==> config.mk <==
export PLATFORM = sky130hd
export DESIGN_NAME = decode_queue_ctrl
export DESIGN_NICKNAME = d
export VERILOG_FILES = /design/src/rtl/decode_queue_ctrl.sv
export SDC_FILE = /design/constraint.sdc
export NUM_CORES = 1
export LEC_CHECK = 0
export BUFFER_PORTS_ARGS = -buffer_cell sky130_fd_sc_hd__buf_2
export CORE_MARGIN = 5
export CORE_UTILIZATION = 40
export DETAILED_ROUTE_END_ITERATION = 10
export GPL_TIMING_DRIVEN = 0
export PLACE_DENSITY = 0.58
export SLEW_MARGIN = 20
export SYNTH_ARGS = -nofsm -noshare
export SYNTH_HDL_FRONTEND = slang
export SYNTH_SLANG_ARGS = --single-unit
export TNS_END_PERCENT = 100
==> constraint.sdc <==
create_clock -name clk -period 12.2 [get_ports clk]
set_clock_uncertainty 0.05 [all_clocks]
set_input_delay 1.22 -clock clk [delete_from_list [all_inputs] [get_ports clk]]
set_output_delay 1.22 -clock clk [all_outputs]
set_load 0.02 [all_outputs]
==> src/rtl/decode_queue_ctrl.sv <==
// Decode-to-rename decoupling queue: a small FIFO of decoded bundles with
// valid/ready on both sides, a synchronous flush and an occupancy count.
module decode_queue_ctrl #(
  parameter int unsigned DEPTH = 4,
  parameter int unsigned PC_W  = 12
) (
  input  logic                         clk,
  input  logic                         rst,
  input  logic                         flush,
  input  logic                         in_valid,
  output logic                         in_ready,
  input  logic [PC_W-1:0]              in_pc,
  input  logic [31:0]                  in_instr,
  input  logic [6:0]                   in_c_sig,
  input  logic [2:0]                   in_alu_sig,
  input  logic [31:0]                  in_imm,
  output logic                         out_valid,
  input  logic                         out_ready,
  output logic [PC_W-1:0]              out_pc,
  output logic [31:0]                  out_instr,
  output logic [6:0]                   out_c_sig,
  output logic [2:0]                   out_alu_sig,
  output logic [31:0]                  out_imm,
  output logic [$clog2(DEPTH+1)-1:0]   count,
  output logic                         illegal
);

  localparam int unsigned CW = $clog2(DEPTH + 1);
  localparam int unsigned PW = $clog2(DEPTH);

  typedef enum logic [1:0] {StEmpty, StActive, StFull} state_e;

  typedef struct packed {
    logic [PC_W-1:0] pc;
    logic [31:0]     instr;
    logic [6:0]      c_sig;
    logic [2:0]      alu_sig;
    logic [31:0]     imm;
  } bundle_t;

  state_e        state_q, state_d;
  logic [PW-1:0] wr_ptr_q, wr_ptr_d;
  logic [PW-1:0] rd_ptr_q, rd_ptr_d;
  logic [CW-1:0] count_q, count_d;
  bundle_t       mem_q [DEPTH];
  bundle_t       mem_d [DEPTH];
  bundle_t       head;
  logic          push, pop;

  // in_ready ignores out_ready, so a full queue refuses pushes even while popping.
  assign in_ready  = !rst && (state_q != StFull) && !flush;
  assign out_valid = (state_q != StEmpty) && !flush;
  assign push      = in_valid && in_ready;
  assign pop       = out_valid && out_ready;
  assign count     = count_q;

  // Head fields are forced to zero whenever no valid head is presented.
  always_comb begin
    head = '0;
    if (out_valid) begin
      head = mem_q[rd_ptr_q];
    end
    out_pc      = head.pc;
    out_instr   = head.instr;
    out_c_sig   = head.c_sig;
    out_alu_sig = head.alu_sig;
    out_imm     = head.imm;
    illegal     = out_valid && (head.c_sig == 7'd0) && (head.instr != 32'd0);
  end

  // Next-state: storage write, pointer/count update, state derived from next count.
  always_comb begin
    mem_d    = mem_q;
    wr_ptr_d = wr_ptr_q;
    rd_ptr_d = rd_ptr_q;
    count_d  = count_q;
    state_d  = state_q;
    if (flush) begin
      wr_ptr_d = '0;
      rd_ptr_d = '0;
      count_d  = '0;
      state_d  = StEmpty;
    end else begin
      if (push) begin
        mem_d[wr_ptr_q] = '{pc: in_pc, instr: in_instr, c_sig: in_c_sig,
                            alu_sig: in_alu_sig, imm: in_imm};
        wr_ptr_d        = wr_ptr_q + PW'(1);
      end
      if (pop) begin
        rd_ptr_d = rd_ptr_q + PW'(1);
      end
      count_d = count_q + CW'(push) - CW'(pop);
      if (count_d == '0) begin
        state_d = StEmpty;
      end else if (count_d == CW'(DEPTH)) begin
        state_d = StFull;
      end else begin
        state_d = StActive;
      end
    end
  end

  // State register; reset drops every entry.
  always_ff @(posedge clk or posedge rst) begin
    if (rst) begin
      state_q  <= StEmpty;
      wr_ptr_q <= '0;
      rd_ptr_q <= '0;
      count_q  <= '0;
      for (int i = 0; i < DEPTH; i++) begin
        mem_q[i] <= '0;
      end
    end else begin
      state_q  <= state_d;
      wr_ptr_q <= wr_ptr_d;
      rd_ptr_q <= rd_ptr_d;
      count_q  <= count_d;
      mem_q    <= mem_d;
    end
  end

endmodule

==> results of run 1 <==
[registers in the layout, summed over array words and instances (netlist names)]
signal    cells
state_q       2
count         3
rd_ptr_q      2
mem_q       344
wr_ptr_q      2
[final timing paths]
kind,endpoint,start,slack [ps]
setup / recovery,illegal,flush,7220
hold / removal,mem_q[3],mem_q[3],450
setup reg to reg,state_q[0],state_q[1],8930
hold reg to reg,mem_q[3],mem_q[3],450
max in group asynchronous,mem_q[167],rst,10270
min in group asynchronous,mem_q[86],rst,750
[layer usage]
layer / wire (µm) / up-vias
met2: 18500 / 172
met4: 977 / 8
met5: 57 / -
met3: 2030 / 59
met1: 16800 / 4826
li1: - / 4108
[through the flow]
step                      hold slack (ps)  std cells
after floorplan                       424        989
after global placement                432       1696
after detailed placement              437       1700
after CTS                             450       1771
after global routing                  454       1774
final                                 447       1776
[where the power goes]
group | leakage [µW] | switching [µW] | internal (µW)
registers | 0.00459 | 175 | 1550
logic | 0.00379 | 518 | 679
clock network | 0.000653 | 470 | 732
total | 0.00903 | 1160 | 2960
[cells in the mapped netlist, types with 4 or more instances]
master      n  area, µm²
ha_1        6       75.1
mux4_2     86       1940
buf_2      13       65.1
inv_1      10       37.5
nand2_2     4       25.0
dfrtp_1   353       8830
and2_1     86        538
buf_4       6       45.0
clkbuf_1   30        113
buf_6      16        180
nor4_1     10       62.6
mux2_2    344       3870
[cells by family (layout without fill, tap and decap cells)]
group | Yosys count | count (layout)
fa+ha+maj | 7 | 7
mux | 430 | 430
flops | 353 | 353
compound gates | 7 | 7
other cells | 0 | 5
buf+inv | 76 | 333
simple gates | 113 | 113
xor+xnor | 3 | 3
[cell type report]
cell class	count	area, µm²	area share (%)
Antenna cell	5	12.5	0.0658
Buffer	66	407	2.14
Clock buffer	64	1230	6.49
Clock inverter	7	88.8	0.468
Inverter	10	45.0	0.237
Multi-Input combinational cell	560	6710	35.3
Sequential cell	353	8830	46.5
Tap cell	525	657	3.46
Timing Repair Buffer	186	1020	5.37
==> run metrics, run 1 <==
clock tree root buffer cell=clkbuf_16; max-slew violations=0; mux cell area share after synthesis=36.4%; Slowest-stage cell, CP=o21ba_2; vias in the first global route=10030; final setup margin=7220 ps; CP Cell Sequence=buf_2 -> clkbuf_1 -> o21ba_2 -> clkbuf_1 -> nor4b_1 -> o211a_1 -> buf_2; largest net degree at the start of global routing=81; drt first pass iters=4; # rows=73; worst path bufs/invs=4; met1 global-route usage=23.6%; library cells used by synthesis=32; most common cell after layout, fill and taps aside=dfrtp_1; Fin Setup TNS=0 ps; required time of the critical path=10930 ps; Post-Synth XOR/XNOR Area=0.164%; worst min-delay path class=flip-flop to flip-flop; CTS resizes=0; EDFF count, synth=0; Hold Path Cell Cnt=1; Fin. Hold Viols=0; Syn Inst Count=989; RSZ-0062 raised after global routing=false; final wirelength=38400 µm; Via density=5.16; I/O Pins=183; wire per inst=21.6 µm; first-pass GRT wire length=59800 µm; Pleak=0.00903 µW; GRT Max-Usage Layer=met2; DP Worst Slack=7210 ps; drc violations=0; Tcrit/Tclk final=40.8%; drt initial violations=261; Detail Placement HPWL=26600 µm; commonest non-fill, non-tap cells in the layout=353 x dfrtp_1, 344 x mux2_2, 195 x buf_2; Avg Inst Size Synth=16.2 µm²; CTS H-tree depth=2; register area share after synthesis=55.3%; max_cap viols=0; stages on the worst setup path=7; area delta synth->final=18.9%; port bufs=182; synth warn=0; GR Layer Usage met3=4.08%; gr ovfl total=0; status=finished, final reports clean; via count=9173; FFs w/ async S/R, synth=100%; Main synth FF type=dfrtp_1; TritonCTS clock tree=done; post-synthesis compound-gate area fraction=0.470%; fin area=19000 µm²; Total GRT Usage=17.6%; register bit total from synthesis=353; crit start category=input pin; antenna-violating nets left=0; largest family of logic cells by synthesized area=multiplexers; Core ar.=39600 µm²; Initial Util=40.3%; Die ar.=44100 µm²; Critical Path AT=3710 ps; CTS Buffer Depth=3; minimum clock period after layout=4980 ps; PD cells=217 nW/µm²; endpoints failing setup=0; TritonCTS Buffers=41; Die Wd=210 µm; latest clock arrival within the worst-skew pair=540 ps; VDD IR-drop max=133 µV; adder and majority gate portion of the synthesized area=0.595%; hold buffers post-CTS=0; post-CTS setup buffers=0; RD Place Congestion=0.757; GRT met2 Usage=28.5%; Max-slew headroom=36.7%; fill count=3543; clock sinks=353; Crit Path Class=input pin to output port; syn_nets=1087; fin nets=1316; CP Capture Type=output port; CTS clk-pin slew, worst paths=50 ps; crit path max fanout=10; critical path's largest stage delay=580 ps; max frequency=201 MHz; Final Util=47.9%; Die Y=210 µm; largest delay contributor family on the critical path=buffers and inverters; Slew @ Worst Pin=950 ps; Post-DP Area=17700 µm²; initial antenna violation count=9; layout cell share with drive strength beyond 1=57.7%; total power=4130 µW; Post-Syn Area=16000 µm²; simple-gate area share of the yosys netlist=4.37%; Register-to-Register Path Depth=10
(Power assumes the default switching activity.)
==> inputs of run 2 (changes only) <==
--- a/config.mk
+++ b/config.mk
@@ -5,6 +5,7 @@
 export SDC_FILE = /design/constraint.sdc
 export NUM_CORES = 1
 export LEC_CHECK = 0
+export ABC_AREA = 1
 export BUFFER_PORTS_ARGS = -buffer_cell sky130_fd_sc_hd__buf_2
 export CORE_MARGIN = 5
 export CORE_UTILIZATION = 40
==> constraint.sdc (replaced) <==
create_clock -name clk -period 5 [get_ports clk]
set_clock_uncertainty 0.05 [all_clocks]
set_input_delay 0.5 -clock clk [delete_from_list [all_inputs] [get_ports clk]]
set_output_delay 0.5 -clock clk [all_outputs]
set_load 0.02 [all_outputs]
==> run metrics, run 2 <==
drt first pass iters=5 (was 4); # rows=74 (was 73); Initial Util=40.6% (was 40.3%); max_cap viols=0 (unchanged); synth warn=0 (unchanged); Post-Syn Area=16600 µm² (was 16000 µm²); drt initial violations=1230 (was 261); vias in the first global route=14874 (was 10030); Die Wd=214 µm (was 210 µm); initial antenna violation count=1 (was 9); Critical Path AT=3130 ps (was 3710 ps); crit path max fanout=10 (unchanged); VDD IR-drop max=321 µV (was 133 µV); Avg Inst Size Synth=7.95 µm² (was 16.2 µm²); post-CTS setup buffers=0 (unchanged); GR Layer Usage met3=4.05% (was 4.08%); final wirelength=55300 µm (was 38400 µm); Total GRT Usage=24.2% (was 17.6%); area delta synth->final=18.9% (about the same); RD Place Congestion=0.837 (was 0.757); wire per inst=19.2 µm (was 21.6 µm); TritonCTS Buffers=41 (unchanged); register bit total from synthesis=353 (unchanged); area share of the largest cell type after synthesis=53.2% (was 55.3%); layout cell share with drive strength beyond 1=14.9% (was 57.7%); CP Capture Type=output port (unchanged); Synth top cells by count=582 x nand2_1, 353 x dfrtp_1, 331 x o21ai_0, 244 x nor2_1, 189 x inv_1 (was 353 x dfrtp_1, 344 x mux2_2, 86 x and2_1, 86 x mux4_2, 30 x clkbuf_1); clock sinks=353 (unchanged); via count=14789 (was 9173); Fin. Hold Viols=0 (unchanged); crit start category=flip-flop (was input pin); GRT met2 Usage=40.5% (was 28.5%); Placed Cells=2814 (was 1700); EDFF count, synth=0 (unchanged); PD cells=538 nW/µm² (was 217 nW/µm²); largest net degree at the start of global routing=35 (was 81); top cells by area, synth=dfrtp_1 53%, nand2_1 13%, o21ai_0 10% (was dfrtp_1 55%, mux2_2 24%, mux4_2 12%); Die ar.=45700 µm² (was 44100 µm²); port bufs=181 (was 182); Die Y=214 µm (was 210 µm); Core ar.=40900 µm² (was 39600 µm²); count leader, synth=nand2_1 (was dfrtp_1); GRT Max-Usage Layer=met2 (unchanged); Tcrit/Tclk final=73.6%; DP Worst Slack=1820 ps (was 7210 ps); status=finished, final reports clean (unchanged); latest clock arrival within the worst-skew pair=560 ps (was 540 ps); first-pass GRT wire length=86400 µm (was 59800 µm); required time of the critical path=4450 ps (was 10930 ps); max-slew violations=0 (unchanged); library cells used by synthesis=28 (was 32); CTS resizes=0 (unchanged); CTS H-tree depth=2 (unchanged); minimum clock period after layout=3680 ps; syn_nets=2187 (was 1087); I/O Pins=183 (unchanged); biggest area consumer among synthesized cells=dfrtp_1 (unchanged); Pleak=0.0102 µW (was 0.00903 µW); final setup margin=1320 ps (was 7220 ps); drc violations=0 (unchanged); # diodes=0 (was 5); register area share after synthesis=53.2% (was 55.3%); endpoints failing setup=0 (unchanged); hold buffers post-CTS=0 (unchanged); Top reg by flops=mem_q (unchanged); Slew @ Worst Pin=926 ps (was 950 ps); Final Non-Filler Cells=2885 (was 1776); Max-slew headroom=38.3% (was 36.7%); commonest non-fill, non-tap cells in the layout=582 x nand2_1, 353 x dfrtp_1, 331 x o21ai_0 (was 353 x dfrtp_1, 344 x mux2_2, 195 x buf_2); max frequency=272 MHz; most common cell after layout, fill and taps aside=nand2_1 (was dfrtp_1); TritonCTS clock tree=done (unchanged); clock tree root buffer cell=clkbuf_16 (unchanged); Syn Inst Count=2089 (was 989); gr ovfl total=0 (unchanged); RSZ-0062 raised after global routing=false (unchanged); worst min-delay path class=input pin to async pin (was flip-flop to flip-flop); CTS Buffer Depth=3 (unchanged); FFs w/ async S/R, synth=100% (unchanged); fin nets=2423 (was 1316); max reg flops=344 (unchanged); Crit Path Class=flip-flop to output port (was input pin to output port); Main synth FF type=dfrtp_1 (unchanged); Detail Placement HPWL=38400 µm (was 26600 µm); antenna-violating nets left=0 (unchanged); Via density=5.13 (was 5.16); CTS clk-pin slew, worst paths=60 ps (was 50 ps); met1 global-route usage=33.0% (was 23.6%)
-- run 2: changes by cell type after synthesis, moves of 52 or more --
cell     previous run  this run
and2_1             86         0
mux4_2             86         0
nand2_1             2       582
a21oi_1             0        52
o21ai_0             1       331
inv_1              10       189
mux2_2            344         0
nor2_1              2       244
o21ai_1             0       136
-- run 2: area by class of cell --
cell class / count / area (µm²)
Clock buffer: 62 / 1240
Sequential cell: 353 / 8830
Fill cell: 4152 / 21200
Multi-Input combinational cell: 1406 / 6200
Tap cell: 532 / 666
Buffer: 138 / 850
Clock inverter: 9 / 73.8
Timing Repair Buffer: 193 / 1160
Inverter: 192 / 729
-- run 2: final timing paths --
| check | cells past startpoint | slack (ps) | to | from |
|---|---|---|---|---|
| max in group asynchronous | 5 | 3770 | mem_q[280] | rst |
| worst max register to register | 11 | 1970 | state_q[1] | state_q[1] |
| min in group clk | 2 | 90 | state_q[0] | flush |
| worst min register to register | 2 | 430 | mem_q[257] | mem_q[257] |
| worst max-delay path | 8 | 1320 | out_alu_sig[0] | rd_ptr_q[0] |
| worst min-delay path | 2 | 40 | count[1] | rst |
-- run 2: routing by layer --
metal | share of wire, % | vias to the layer above
met4 | 2.5 | 2
met2 | 48 | 450
li1 | - | 7080
met5 | 0.024 | -
met3 | 6.2 | 93
met1 | 44 | 7164
-- run 2: cell families after synthesis --
group           after synthesis  share of synthesized area, %
flops                       353                          53.2
fa+ha+maj                     7                         0.573
buf+inv                     330                          9.48
simple gates                863                          20.2
compound gates              535                          16.5
xor+xnor                      1                        0.0527
-- run 2: report_power, final --
| group | total [µW] | internal (µW) | switching (µW) |
|---|---|---|---|
| combinational | 3500 | 1190 | 2310 |
| clock | 2950 | 1750 | 1200 |
| sequential | 4180 | 3730 | 454 |
| total | 10600 | 6670 | 3960 |
-- run 2: worst max-delay path: stages (launching register included) --
cell and delay, ps:
dfrtp_1 380, inv_1 70, buf_2 280, buf_4 270
buf_2 290, clkbuf_1 500, o21ai_0 200, a21oi_1 320
buf_2 240
-- run 2: stage by stage --
step / area [µm²] / power (µW) / util [%] / setup TNS (ps) / hold WS [ps]
2_1_floorplan: 16600 / 6540 / - / -98260 / 398
3_3_place_gp: 18200 / 7600 / 44.4 / -909220 / 410
3_5_place_dp: 18400 / 7700 / 45.1 / 0 / 413
4_1_cts: 19800 / 10700 / 48.3 / 0 / 36.2
5_1_grt: 19800 / 11400 / 48.3 / 0 / 85.5
6_report: 19800 / 10600 / 48.3 / 0 / 36.9
==> inputs of run 3 (changes only) <==
--- a/config.mk
+++ b/config.mk
@@ -11,7 +11,7 @@
 export CORE_UTILIZATION = 40
 export DETAILED_ROUTE_END_ITERATION = 10
 export GPL_TIMING_DRIVEN = 0
-export PLACE_DENSITY = 0.58
+export PLACE_DENSITY = 0.6
 export SLEW_MARGIN = 20
 export SYNTH_ARGS = -nofsm -noshare
 export SYNTH_HDL_FRONTEND = slang
==> constraint.sdc (replaced) <==
create_clock -name clk -period 3.21 [get_ports clk]
set_clock_uncertainty 0.05 [all_clocks]
set_input_delay 0.321 -clock clk [delete_from_list [all_inputs] [get_ports clk]]
set_output_delay 0.321 -clock clk [all_outputs]
set_load 0.02 [all_outputs]
==> run metrics, run 3 (synthesized netlist as in run 2, its figures left out) <==
first-pass GRT wire length=85100 µm (was 86400 µm); crit path max fanout=10 (unchanged); required time of the critical path=2840 ps (was 4450 ps); final setup margin=96.5 ps (was 1320 ps); latest clock arrival within the worst-skew pair=550 ps (was 560 ps); # rows=74 (unchanged); CTS clk-pin slew, worst paths=60 ps (about the same); wire per inst=18.9 µm (was 19.2 µm); RD Place Congestion=0.845 (was 0.837); most common cell after layout, fill and taps aside=nand2_1 (unchanged); Fin Setup TNS=0 ps (unchanged); fin nets=2429 (was 2423); Core ar.=40900 µm² (unchanged); CTS Buffer Depth=3 (unchanged); post-CTS setup buffers=0 (unchanged); max reg flops=344 (unchanged); Max-slew headroom=48.9% (was 38.3%); Hold WS=23.9 ps (was 36.9 ps); DP Worst Slack=64.0 ps (was 1820 ps); area delta synth->final=19.4% (was 18.9%); gr ovfl total=0 (unchanged); endpoints failing setup=0 (unchanged); Crit Path Class=flip-flop to output port (unchanged); Die Y=214 µm (unchanged); # diodes=0 (unchanged); GRT met2 Usage=38.7% (was 40.5%); TritonCTS clock tree=done (unchanged); VDD IR-drop max=501 µV (was 321 µV); CP Capture Type=output port (unchanged); Pleak=0.0103 µW (was 0.0102 µW); Die Wd=214 µm (unchanged); Tcrit/Tclk final=97.0%; Comb pwr share=33.2% (was 32.9%); layout cell share with drive strength beyond 1=15.1% (was 14.9%); TritonCTS Buffers=40 (was 41); largest net degree at the start of global routing=34 (was 35); status=finished, final reports clean (unchanged); final wirelength=54500 µm (was 55300 µm); minimum clock period after layout=3110 ps; CTS H-tree depth=2 (unchanged); crit start category=flip-flop (unchanged); commonest non-fill, non-tap cells in the layout=582 x nand2_1, 353 x dfrtp_1, 329 x o21ai_0 (was 582 x nand2_1, 353 x dfrtp_1, 331 x o21ai_0); Top reg by flops=mem_q (unchanged); clock tree root buffer cell=clkbuf_16 (unchanged); GRT Max-Usage Layer=met2 (unchanged); Critical Path AT=2740 ps (was 3130 ps); max_cap viols=0 (unchanged); initial antenna violation count=0 (was 1); Fin. Hold Viols=0 (unchanged); Total GRT Usage=24.0% (was 24.2%); drt first pass iters=6 (was 5); Sw Share=37.2% (was 37.3%); I/O Pins=183 (unchanged); vias in the first global route=14675 (was 14874); met1 global-route usage=33.4% (was 33.0%); Via density=5.12 (was 5.13); max-slew violations=0 (unchanged); drt initial violations=1332 (was 1230); Int Power=10400 µW (was 6670 µW); Reg power frac=39.4% (about the same); max frequency=321 MHz; via count=14817 (was 14789); Die ar.=45700 µm² (unchanged); worst min-delay path class=input pin to flip-flop (was input pin to async pin); clock group share of total power=27.4% (was 27.8%); Detail Placement HPWL=37900 µm (was 38400 µm); clock sinks=353 (unchanged); Final Util=48.4% (was 48.3%); drc violations=0 (unchanged); Net Sw Power=6150 µW (was 3960 µW); PD cells=833 nW/µm² (was 538 nW/µm²); GR Layer Usage met3=4.39% (was 4.05%); antenna-violating nets left=0 (unchanged); Slew @ Worst Pin=766 ps (was 926 ps); port bufs=181 (unchanged); Initial Util=40.6% (unchanged)
## run 3: routing by layer
layer | wire, µm | vias up
met5 | 0 | -
met4 | 1270 | 0
met3 | 4350 | 84
met2 | 25300 | 543
met1 | 23600 | 7110
li1 | - | 7080
## run 3: power groups by stage
stage / clock network (µW) / registers [µW] / logic, µW
floorplan: 0 / 6410 / 3770
global placement: 0 / 6520 / 5300
detailed placement: 0 / 6550 / 5420
CTS: 4600 / 6490 / 5460
global route: 4800 / 6660 / 6220
finish: 4520 / 6510 / 5480
## run 3: per-stage QoR
step,total power (µW),std cells,area (µm²)
2_1_floorplan,10200,2089,16600
3_3_place_gp,11800,2802,18200
3_5_place_dp,12000,2814,18400
4_1_cts,16600,2892,19800
5_1_grt,17700,2892,19800
6_report,16500,2892,19800
## run 3: worst max-delay path, stage by stage, from the launching register on
cell,delay (ps)
dfrtp_1,390
inv_1,90
buf_2,290
buf_4,250
buf_2,290
clkbuf_4,290
o21ai_0,100
a21oi_1,270
buf_2,230
## run 3: worst paths after layout
path / startpoint / to / slack, ps / cells past startpoint
max in group asynchronous: rst / mem_q[21] / 1440 / 8
setup reg to reg: state_q[1] / state_q[1] / 380 / 11
setup / recovery: rd_ptr_q[0] / out_pc[0] / 100 / 8
hold / removal: in_pc[8] / mem_q[82] / 20 / 3
min in group asynchronous: rst / mem_q[78] / 250 / 3
hold reg to reg: mem_q[251] / mem_q[251] / 430 / 2
## run 3: what timing repair did
| action | in CTS | in global routing |
|---|---|---|
| setup endpoints to repair | 37 | 15 |
| resized for setup | 11 | 26 |
| gates cloned | 0 | 0 |
| hold buffers | 7 | 0 |
| endpoints found under the hold margin | 71 | 0 |
## run 3: layout make-up
class                      count  area [µm²]
clock inverter                11         149
timing repair buffer         200        1220
tap                          532         666
clock buffer                  60        1120
fill                        4104       21100
inverter                     192         731
buffer                       138         898
multi-input combinational   1406        6210
sequential                   353        8830
